### src/rtl/mole_pkg.sv
// Shared definitions for the Whac-A-Mole sequencer: state encodings, BCD limits
// and the two-digit BCD up/down step function.
package mole_pkg;

  localparam logic [4:0] ST_IDLE  = 5'd0;
  localparam logic [4:0] ST_DELAY = 5'd2;
  localparam logic [4:0] ST_PLAY  = 5'd3;
  localparam logic [4:0] ST_OVER  = 5'd4;

  localparam logic [7:0] BCD_ZERO = 8'h00;
  localparam logic [7:0] BCD_MAX  = 8'h99;

  typedef enum logic [4:0] {
    S_IDLE  = ST_IDLE,
    S_DELAY = ST_DELAY,
    S_PLAY  = ST_PLAY,
    S_OVER  = ST_OVER
  } state_e;

  // Up and down together cancel; saturates at 00 and 99.
  function automatic logic [7:0] bcd2_step(input logic [7:0] v,
                                           input logic       up,
                                           input logic       dn);
    logic [3:0] lo;
    logic [3:0] hi;
    lo = v[3:0];
    hi = v[7:4];
    if (up && !dn && (v != BCD_MAX)) begin
      if (lo == 4'd9) begin
        lo = 4'd0;
        hi = hi + 4'd1;
      end else begin
        lo = lo + 4'd1;
      end
    end else if (dn && !up && (v != BCD_ZERO)) begin
      if (lo == 4'd0) begin
        lo = 4'd9;
        hi = hi - 4'd1;
      end else begin
        lo = lo - 4'd1;
      end
    end
    return {hi, lo};
  endfunction

endpackage

### src/rtl/mole_game_ctrl_if.sv
// Control/status bundle between the game sequencer and its surroundings.
// Optional level input pause exists only when MOLE_PAUSE_EN is defined.
interface mole_game_ctrl_if;
  logic        start;
  logic        hit;
  logic        miss;
`ifdef MOLE_PAUSE_EN
  logic        pause;
`endif
  logic [4:0]  state;
  logic [15:0] delay;
  logic [7:0]  resttime;
  logic [7:0]  score;
  logic        timeover;
  logic        scorezero;
  logic        tick;

  modport master (
`ifdef MOLE_PAUSE_EN
    output pause,
`endif
    output start, hit, miss,
    input  state, delay, resttime, score, timeover, scorezero, tick
  );

  modport slave (
`ifdef MOLE_PAUSE_EN
    input  pause,
`endif
    input  start, hit, miss,
    output state, delay, resttime, score, timeover, scorezero, tick
  );
endinterface

### src/rtl/mole_game_ctrl_bcd2_updown.sv
// Two-digit BCD up/down next-value stage with saturation at 00 and 99.
module bcd2_updown
  import mole_pkg::*;
(
  input  logic [7:0] val,
  input  logic       up,
  input  logic       down,
  output logic [7:0] nxt
);
  always_comb begin
    nxt = bcd2_step(val, up, down);
  end
endmodule

### src/rtl/mole_game_ctrl.sv
// Whac-A-Mole game sequencer: 1 s tick, IDLE/DELAY/PLAY/OVER FSM, countdowns, score.
// Define MOLE_PAUSE_EN to add the pause input that freezes timers in DELAY/PLAY.
module mole_game_ctrl
  import mole_pkg::*;
#(
  parameter int unsigned TICK_DIV   = 50_000_000,
  parameter logic [7:0]  GAME_SECS  = 8'h60,
  parameter logic [7:0]  DELAY_SECS = 8'h03
) (
  input  logic              clk,
  input  logic              rst,
  mole_game_ctrl_if.slave   bus
);
  localparam int unsigned     DIV_W    = (TICK_DIV > 1) ? $clog2(TICK_DIV) : 1;
  localparam logic [DIV_W-1:0] DIV_LAST = DIV_W'(TICK_DIV - 1);

  state_e           state_q, state_d;
  logic [DIV_W-1:0] div_q, div_d;
  logic [7:0]       dly_q, dly_d;
  logic [7:0]       rest_q, rest_d;
  logic [7:0]       score_q, score_d;
  logic             tick_q, tick_d;
  logic             timeover_q, timeover_d;
  logic             scorezero_q, scorezero_d;

  logic             paused;
  logic             wrap;
  logic             restart;
  logic [7:0]       score_nxt, rest_nxt, dly_nxt;

`ifdef MOLE_PAUSE_EN
  assign paused = bus.pause && ((state_q == S_DELAY) || (state_q == S_PLAY));
`else
  assign paused = 1'b0;
`endif

  assign wrap = (div_q == DIV_LAST) && !paused;

  bcd2_updown u_score (
    .val  (score_q),
    .up   (bus.hit  && !paused),
    .down (bus.miss && !paused),
    .nxt  (score_nxt)
  );

  bcd2_updown u_rest (
    .val  (rest_q),
    .up   (1'b0),
    .down (1'b1),
    .nxt  (rest_nxt)
  );

  bcd2_updown u_dly (
    .val  (dly_q),
    .up   (1'b0),
    .down (1'b1),
    .nxt  (dly_nxt)
  );

  always_comb begin
    state_d = state_q;
    dly_d   = dly_q;
    rest_d  = rest_q;
    score_d = score_q;
    restart = 1'b0;

    case (state_q)
      S_IDLE: begin
        if (bus.start) restart = 1'b1;
      end
      S_DELAY: begin
        if (bus.start) begin
          restart = 1'b1;
        end else if (wrap) begin
          dly_d = dly_nxt;
          if (dly_q == 8'h01) state_d = S_PLAY;
        end
      end
      S_PLAY: begin
        if (bus.start) begin
          restart = 1'b1;
        end else begin
          // Score step and final tick share a cycle so a last-moment hit still counts.
          score_d = score_nxt;
          if (wrap) begin
            rest_d = rest_nxt;
            if (rest_q == 8'h01) state_d = S_OVER;
          end
        end
      end
      S_OVER: begin
        if (bus.start) restart = 1'b1;
      end
      default: state_d = S_IDLE;
    endcase

    if (restart) begin
      state_d = S_DELAY;
      dly_d   = DELAY_SECS;
      rest_d  = GAME_SECS;
      score_d = BCD_ZERO;
    end

    // Clearing on every transition keeps the first tick of a state exactly TICK_DIV away.
    if (restart || (state_d != state_q) || wrap) begin
      div_d = '0;
    end else if (paused) begin
      div_d = div_q;
    end else begin
      div_d = div_q + 1'b1;
    end

    tick_d      = wrap;
    timeover_d  = (state_d == S_OVER);
    scorezero_d = (score_d == BCD_ZERO) && ((state_d == S_PLAY) || (state_d == S_OVER));
  end

  always_ff @(posedge clk or posedge rst) begin
    if (rst) begin
      state_q     <= S_IDLE;
      div_q       <= '0;
      dly_q       <= BCD_ZERO;
      rest_q      <= GAME_SECS;
      score_q     <= BCD_ZERO;
      tick_q      <= 1'b0;
      timeover_q  <= 1'b0;
      scorezero_q <= 1'b0;
    end else begin
      state_q     <= state_d;
      div_q       <= div_d;
      dly_q       <= dly_d;
      rest_q      <= rest_d;
      score_q     <= score_d;
      tick_q      <= tick_d;
      timeover_q  <= timeover_d;
      scorezero_q <= scorezero_d;
    end
  end

  assign bus.state     = state_q;
  assign bus.delay     = {8'h00, dly_q};
  assign bus.resttime  = rest_q;
  assign bus.score     = score_q;
  assign bus.timeover  = timeover_q;
  assign bus.scorezero = scorezero_q;
  assign bus.tick      = tick_q;

endmodule

### src/flat_wrapper.sv
// flat-port wrapper written by rule: the top's interface ports become plain ports
module mole_game_ctrl_flat import mole_pkg::*;
#(
  parameter int unsigned TICK_DIV   = 50_000_000,
  parameter logic [7:0]  GAME_SECS  = 8'h60,
  parameter logic [7:0]  DELAY_SECS = 8'h03
)
  (clk, rst, bus_start, bus_hit, bus_miss, bus_state, bus_delay, bus_resttime, bus_score, bus_timeover, bus_scorezero, bus_tick);
  mole_game_ctrl_if bus_i ();
  input  logic clk;
  input  logic rst;
  input wire logic [$bits(bus_i.start)-1:0] bus_start;
  input wire logic [$bits(bus_i.hit)-1:0] bus_hit;
  input wire logic [$bits(bus_i.miss)-1:0] bus_miss;
  output wire logic [$bits(bus_i.state)-1:0] bus_state;
  output wire logic [$bits(bus_i.delay)-1:0] bus_delay;
  output wire logic [$bits(bus_i.resttime)-1:0] bus_resttime;
  output wire logic [$bits(bus_i.score)-1:0] bus_score;
  output wire logic [$bits(bus_i.timeover)-1:0] bus_timeover;
  output wire logic [$bits(bus_i.scorezero)-1:0] bus_scorezero;
  output wire logic [$bits(bus_i.tick)-1:0] bus_tick;
  assign bus_i.start = bus_start;
  assign bus_i.hit = bus_hit;
  assign bus_i.miss = bus_miss;
  assign bus_state = bus_i.state;
  assign bus_delay = bus_i.delay;
  assign bus_resttime = bus_i.resttime;
  assign bus_score = bus_i.score;
  assign bus_timeover = bus_i.timeover;
  assign bus_scorezero = bus_i.scorezero;
  assign bus_tick = bus_i.tick;
  mole_game_ctrl #(.TICK_DIV(TICK_DIV), .GAME_SECS(GAME_SECS), .DELAY_SECS(DELAY_SECS)) u_core (.clk(clk), .rst(rst), .bus(bus_i));
endmodule
### config.mk
export PLATFORM = sky130hd
export DESIGN_NAME = mole_game_ctrl_flat
export DESIGN_NICKNAME = d
export VERILOG_FILES = /design/src/rtl/mole_pkg.sv /design/src/rtl/mole_game_ctrl_if.sv /design/src/rtl/mole_game_ctrl_bcd2_updown.sv /design/src/rtl/mole_game_ctrl.sv /design/src/flat_wrapper.sv
export SDC_FILE = /design/constraint.sdc
export NUM_CORES = 1
export LEC_CHECK = 0
export ABC_CLOCK_PERIOD_IN_PS = 2300
export CELL_PAD_IN_SITES_DETAIL_PLACEMENT = 0
export CELL_PAD_IN_SITES_GLOBAL_PLACEMENT = 1
export CORE_AREA = 2 2 96 98
export CTS_BUF_LIST = sky130_fd_sc_hd__clkbuf_8
export CTS_CLUSTER_SIZE = 14
export DETAILED_ROUTE_END_ITERATION = 8
export DIE_AREA = 0 0 98 100
export HOLD_SLACK_MARGIN = 0.12
export PLACE_DENSITY = 0.79
export SLEW_MARGIN = 20
export SYNTH_ARGS = -nofsm -noshare
export SYNTH_HDL_FRONTEND = slang
export SYNTH_SLANG_ARGS = --single-unit
### constraint.sdc
create_clock -name clk -period 2.3 [get_ports clk]
set_input_delay 0.345 -clock clk [delete_from_list [all_inputs] [get_ports clk]]
set_output_delay 0.345 -clock clk [all_outputs]
set_load 0.1 [all_outputs]
After elaboration in Yosys (flattened, before gate mapping)
Index checks and enable logic that the tools add are counted.
{"block": "op_classes", "mux": 38, "eq_ne": 12, "n_addsub": 9, "reduce_logical": 31}
{"operator": "$mux 8", "count": 11}
{"operator": "$mux 4", "count": 16}
{"operator": "$mux 5", "count": 7}
{"operator": "$add 26x1->26 const B", "count": 1}
{"operator": "$eq 26x26->1 const B", "count": 1}
{"operator": "$mux 26", "count": 1}
{"operator": "$reduce_bool 8->1", "count": 3}
{"operator": "$sub 4x1->4 const B", "count": 6}
{"operator": "$eq 8x1->1 const B", "count": 2}
{"operator": "$eq 5x2->1 const B", "count": 3}
{"operator": "$pmux 5 s3", "count": 1}
{"operator": "$reduce_bool 2->1", "count": 7}
{"operator": "$logic_not 4->1", "count": 3}
{"operator": "$eq 5x3->1 const B", "count": 2}
{"operator": "$reduce_and 5->1", "count": 2}
{"operator": "$add 4x1->4 const B", "count": 2}
{"operator": "$logic_not 8->1", "count": 1}
{"operator": "$ne 8x8->1 const B", "count": 1}
{"operator": "$reduce_and 4->1", "count": 2}
{"operator": "$logic_and 1x1->1", "count": 5}
{"operator": "$logic_not 5->1", "count": 1}
{"operator": "$ne 5x5->1", "count": 1}
{"operator": "$eq 4x4->1 const B", "count": 1}
{"operator": "$reduce_or 4->1", "count": 1}
{"operator": "5 further kinds", "count": 9}
{"block": "totals", "out_inout_bits": 40, "register_bits": 58}

Depth between registers and ports, before layout
{"block": "logic_depth", "ltp_word": 10, "mapped_depth": 9, "ltp_nobuf": 9}

By module
Synthesis repeated with hierarchy kept, for this count alone.
{"block": "hier_totals", "hier_cells": 467, "area_unflattened_um2": 4187.8}
{"mod": "mole_game_ctrl", "area_per_inst_um2": 2982.9, "instances": 1, "cells_per_inst": 305}
{"mod": "bcd2_updown", "area_per_inst_um2": 401.6, "instances": 3, "cells_per_inst": 54}

Worst setup path before layout
No wires, ideal clock.
{"block": "synth_path", "kind": "flip-flop to flip-flop", "from": "register u_core.score_q[5], in the netlist u_core.bus.score[5]", "to": "register u_core.scorezero_q, in the netlist u_core.bus.scorezero", "stages_incl_launch_ff": 10, "setup_slack_ns": -0.773, "arrival_time_ns": 2.978, "required_ns": 2.205, "n_path_buf": 0, "path_cell_list": "dfrtp_1 > inv_1 > ha_1 > and3b_1 > nor3b_1 > nand4_1 > a221oi_1 > xnor2_1 > a21oi_1 > nor4b_2"}
{"block": "synth_between", "elab_chain_len": 9, "word_cells_on_any_way": 17}
{"element": "from (decl)", "line": "mole_game_ctrl.sv:21", "text": "logic [7:0] score_q, score_d;"}
{"element": "from (signal assigned)", "line": "mole_game_ctrl.sv:133", "text": "score_q <= score_d;"}
{"element": "$sub 4x1->4 / $reduce_bool 8->1 (equally long branches)", "line": "mole_pkg.sv:38, mole_pkg.sv:35"}
{"element": "$mux 4 / $logic_and 1x1->1 (equally long branches)", "line": "mole_pkg.sv:36, mole_pkg.sv:35"}
{"element": "$mux 4", "line": "mole_pkg.sv:35", "text": "end else if (dn && !up && (v != BCD_ZERO)) begin"}
{"element": "$mux 4", "line": "mole_pkg.sv:28", "text": "if (up && !dn && (v != BCD_MAX)) begin"}
{"element": "$mux 8", "line": "mole_game_ctrl.sv:80", "text": "if (bus.start) begin"}
{"element": "$mux 8 *", "line": "mole_game_ctrl.sv:67", "text": "case (state_q)"}
{"element": "$mux 8 *", "line": "mole_game_ctrl.sv:97", "text": "if (restart) begin"}
{"element": "$logic_not 8->1 *", "line": "mole_game_ctrl.sv:115", "text": "scorezero_d = (score_d == BCD_ZERO) && ((state_d == S_PLAY) || (state_d == S_OVER));"}
{"element": "$logic_and 1x1->1 *", "line": "mole_game_ctrl.sv:115"}
{"element": "net u_core.scorezero_d", "line": "mole_game_ctrl.sv:24", "text": "logic scorezero_q, scorezero_d;"}
{"element": "to (signal assigned)", "line": "mole_game_ctrl.sv:136", "text": "scorezero_q <= scorezero_d;"}
{"element": "to (decl)", "line": "mole_game_ctrl.sv:24"}
The timed path passes the listed nets; every way through them passes the cells marked *.
A chain may end at the register's enable or synchronous reset.

Final worst setup path
{"block": "layout_path", "from": "register u_core.state_q[3], in the netlist u_core.bus.state[3]", "to": "register u_core.dly_q[3]"}
{"block": "layout_between", "elab_chain_len": 5, "word_cells_on_any_way": 12}
{"element": "from (decl)", "line": "mole_game_ctrl.sv:17", "text": "state_e state_q, state_d;"}
{"element": "from (signal assigned)", "line": "mole_game_ctrl.sv:129", "text": "state_q <= state_d;"}
{"element": "$eq 5x2->1, or another cell as far along", "line": "mole_game_ctrl.sv:67"}
{"element": "$reduce_or 4->1 (no line)"}
{"element": "$mux 1"}
{"element": "$ne 2x1->1 (no line) / $reduce_bool 2->1 (equally long branches)"}
{"element": "$reduce_and 4->1 (no line)"}
{"element": "to (signal assigned)", "line": "mole_game_ctrl.sv:131", "text": "dly_q <= dly_d;"}
{"element": "to (decl)", "line": "mole_game_ctrl.sv:19", "text": "logic [7:0] dly_q, dly_d;"}
Parallel ways exist; a longest one is shown, timed or not.

==> results.yml <==
setup_path:
  cp-endpoint: "u_core.dly_q[3]"
  crit-reg2reg-launch: "u_core.bus.state[3]"
  r2r_slack_ps: -160
  end_kind: "register"
  worstSetupPathType: "register to register"
  critPathLaunch: "u_core.bus.state[3]"
  reg2reg_depth: 6
  start_kind: "register"
  r2r-end: "u_core.dly_q[3]"
  critical_path.max_fanout: 5
  cp_data_required_time_ps: 2530
  cp.arrival_ps: 2690
route:
  drt-initial-drc-count: 129
  drc: 0
  ant_nets: 0
  wl_um: 7970
  vias: 2963
  vias_per_cell: 5.02
  routedWlPerCell_um: 13.5
  drtPass1Iterations: 4
sta:
  hold_viol_final: 0
  clock_skew_ps: 12.7
  fmax_mhz: 407
  rsz0062_at_grt: "true"
  setup_ws_ps: -157
  drv_slew: 0
  hold_ws_ps: 379
  fin_crit_ps: 2460
  finalSetupTns_ps: -349
  setup_violations: 6
  period_share_pct: 107
pwr:
  p_sw_w: 0.000586
  p_per_area_nw_per_um2: 474
  sw_frac_of_total_pct: 26.8
  power_frac_clock_pct: 43.9
  seqPwrFrac_pct: 47.0
  power_report.internal_total_w: 0.00160
  leakage_nw: 2.08
  peakVddDrop_mv: 0.276
  power_frac_comb_pct: 9.1
grt:
  antenna_found_initial: 0
  grt_max_degree: 59
  grt_overflow: 0
  track_usage_pct: 17.1
  grt_pass1_wl_um: 13600
  grt_pass1_vias: 2891
logic_synthesis:
  synth.most_common_cell: "nor2_1"
  synth_top_area_cell: "dfrtp_1"
  async_flop_share_pct: 100
  synth_top_area_share_pct: 42.4
  synth_flop_cell: "dfrtp_1"
  syn_area_per_cell_um2: 9.26
  syn_area_um2: 3300
  synth-seq-cells: 58
  netlist_top_cells_count: "nor2_1 (59), dfrtp_1 (56), nand2_1 (28)"
  ys_warn_count: 0
  ys_types: 59
  netlist_instances: 357
  synth_edf_count: 0
  ys_top_cells_by_area: "dfrtp_1 (42%), nor2_1 (6.7%), ha_1 (4.9%)"
  ys_seq_area_share_pct: 44.0
floorplan:
  die_h_um: 100
  fp.coreArea_um2: 8890
  initial_core_util_pct: 37.2
  num_rows: 35
  chipWidth_um: 98
  io_pins: 45
  die_area_um2: 9800
layout:
  fillCellCount: 847
  syn2layout_area_growth_pct: 39.6
  antenna_cells: 0
  multiInputGateArea_um2: 1850
  ff_latch_area_um2: 1470
  nNetsFinal: 492
  drive_above_1_share_pct: 35.5
clock_network:
  cts_tree: "yes"
  numClockSinks: 58
  cts_hold_buf: 0
  max-clock-path-buffers: 2
  clk_pin_slew_worst_paths_ps: 70
  cts_inserted_buffers: 9
  insertion_delay_ps: 350
  cts_root_buf: "clkbuf_8"
  htree_levels: 3
run_status:
  status: "complete, but fails checks"
  violations: "negative setup slack"
run:
  drv_cap: 0
place:
  hpwl_um: 5830
  gp_congestion: 0.872
  portBuffers: 36
hold_path:
  hold_path.class: "input port to async pin"
-- worst min path at each step --
stage	startpoint	to	slack, ps	cells past startpoint
after CTS	rst	u_core.bus.score[7]	390	3
after global placement	u_core.div_q[0]	u_core.div_q[0]	520	2
after detailed placement	u_core.bus.resttime[5]	u_core.bus.resttime[5]	530	2
final	rst	u_core.div_q[10]	380	3
after floorplan	u_core.div_q[0]	u_core.div_q[0]	450	1
after global routing	rst	u_core.bus.score[5]	430	3
-- state kept, by name (all words and copies together) (netlist names) --
name,flops
u_core.bus.resttime,8
u_core.bus.score,8
u_core.bus.scorezero,1
u_core.bus.state,5
u_core.bus.tick,1
u_core.bus.timeover,1
u_core.div_q,26
u_core.dly_q,8
-- cells in the final DEF, fill, tap and decap left out, drive strengths merged, types with 5 or more instances in the layout --
cell type / count
buf: 110
nor2: 59
dfrtp: 56
nand2: 28
nand3: 18
xor2: 17
o21ai: 15
inv: 13
ha: 13
a21oi: 11
xnor2: 10
conb: 10
clkbuf: 10
or3: 10
nor3: 8
nor3b: 7
nor2b: 5
nand4: 5
mux2i: 5
-- through the flow --
stage | total power, W | instance area [µm²] | setup WS, ps | util [%] | cells
after detailed placement | 0.00125 | 4260 | -242 | 47.9 | 567
after floorplan | 0.00119 | 3380 | -461 | - | 366
after CTS | 0.00222 | 4500 | -209 | 50.6 | 586
final | 0.00219 | 4610 | -157 | 51.9 | 590
after global routing | 0.00229 | 4610 | -228 | 51.9 | 590
after global placement | 0.00124 | 4260 | -215 | 47.9 | 567
-- metal layers --
metal  part of all wire [%]  global-route usage, %  up-vias
met4                    1.3                   5.24        0
met1                     44                   21.3     1443
met3                    3.5                   4.04       10
met2                     51                   29.8       42
li1                       -                      -     1468
met5                      0                      0        -
-- what timing repair did --
item                       in CTS  in global routing
buffers inserted                3                  5
setup endpoints to repair      16                 22
gates resized for setup         5                 19
pin swaps                       8                 13
-- logic make-up after synthesis --
kind of cell             count (synthesis)  share of synthesized area, %
other                                    1                         0.113
AND/OR/NAND/NOR                        169                          26.9
adder cells (fa/ha/maj)                 13                          4.92
flip-flops                              58                          44.0
multiplexers                             5                          1.51
XOR/XNOR                                27                          7.16
AO/OA/AOI/OAI                           54                          11.0
buffers and inverters                   30                          4.39
-- power groups by stage --
stage	clock, W	combinational [W]	sequential (W)
after floorplan	0	0.000116	0.00108
after global placement	0	0.000196	0.00105
after detailed placement	0	0.000197	0.00105
after CTS	0.000993	0.000198	0.00103
after global routing	0.00105	0.000214	0.00103
final	0.000960	0.000199	0.00103
-- layout make-up --
cell class | count | share of cell area (%)
Multi-Input combinational cell | 278 | 40.1
Sequential cell | 58 | 31.8
Timing Repair Buffer | 114 | 19.6
Tap cell | 111 | 3.01
Clock buffer | 10 | 2.98
Clock inverter | 6 | 1.44
Inverter | 13 | 1.06
-- critical path: stages, from the launching register on --
cell	delay, ps
dfrtp_2	400
or4b_4	540
or3_1	310
or4_4	470
or3_4	370
o211ai_1	180
o21ai_1	90
(Power assumes the default switching activity.)
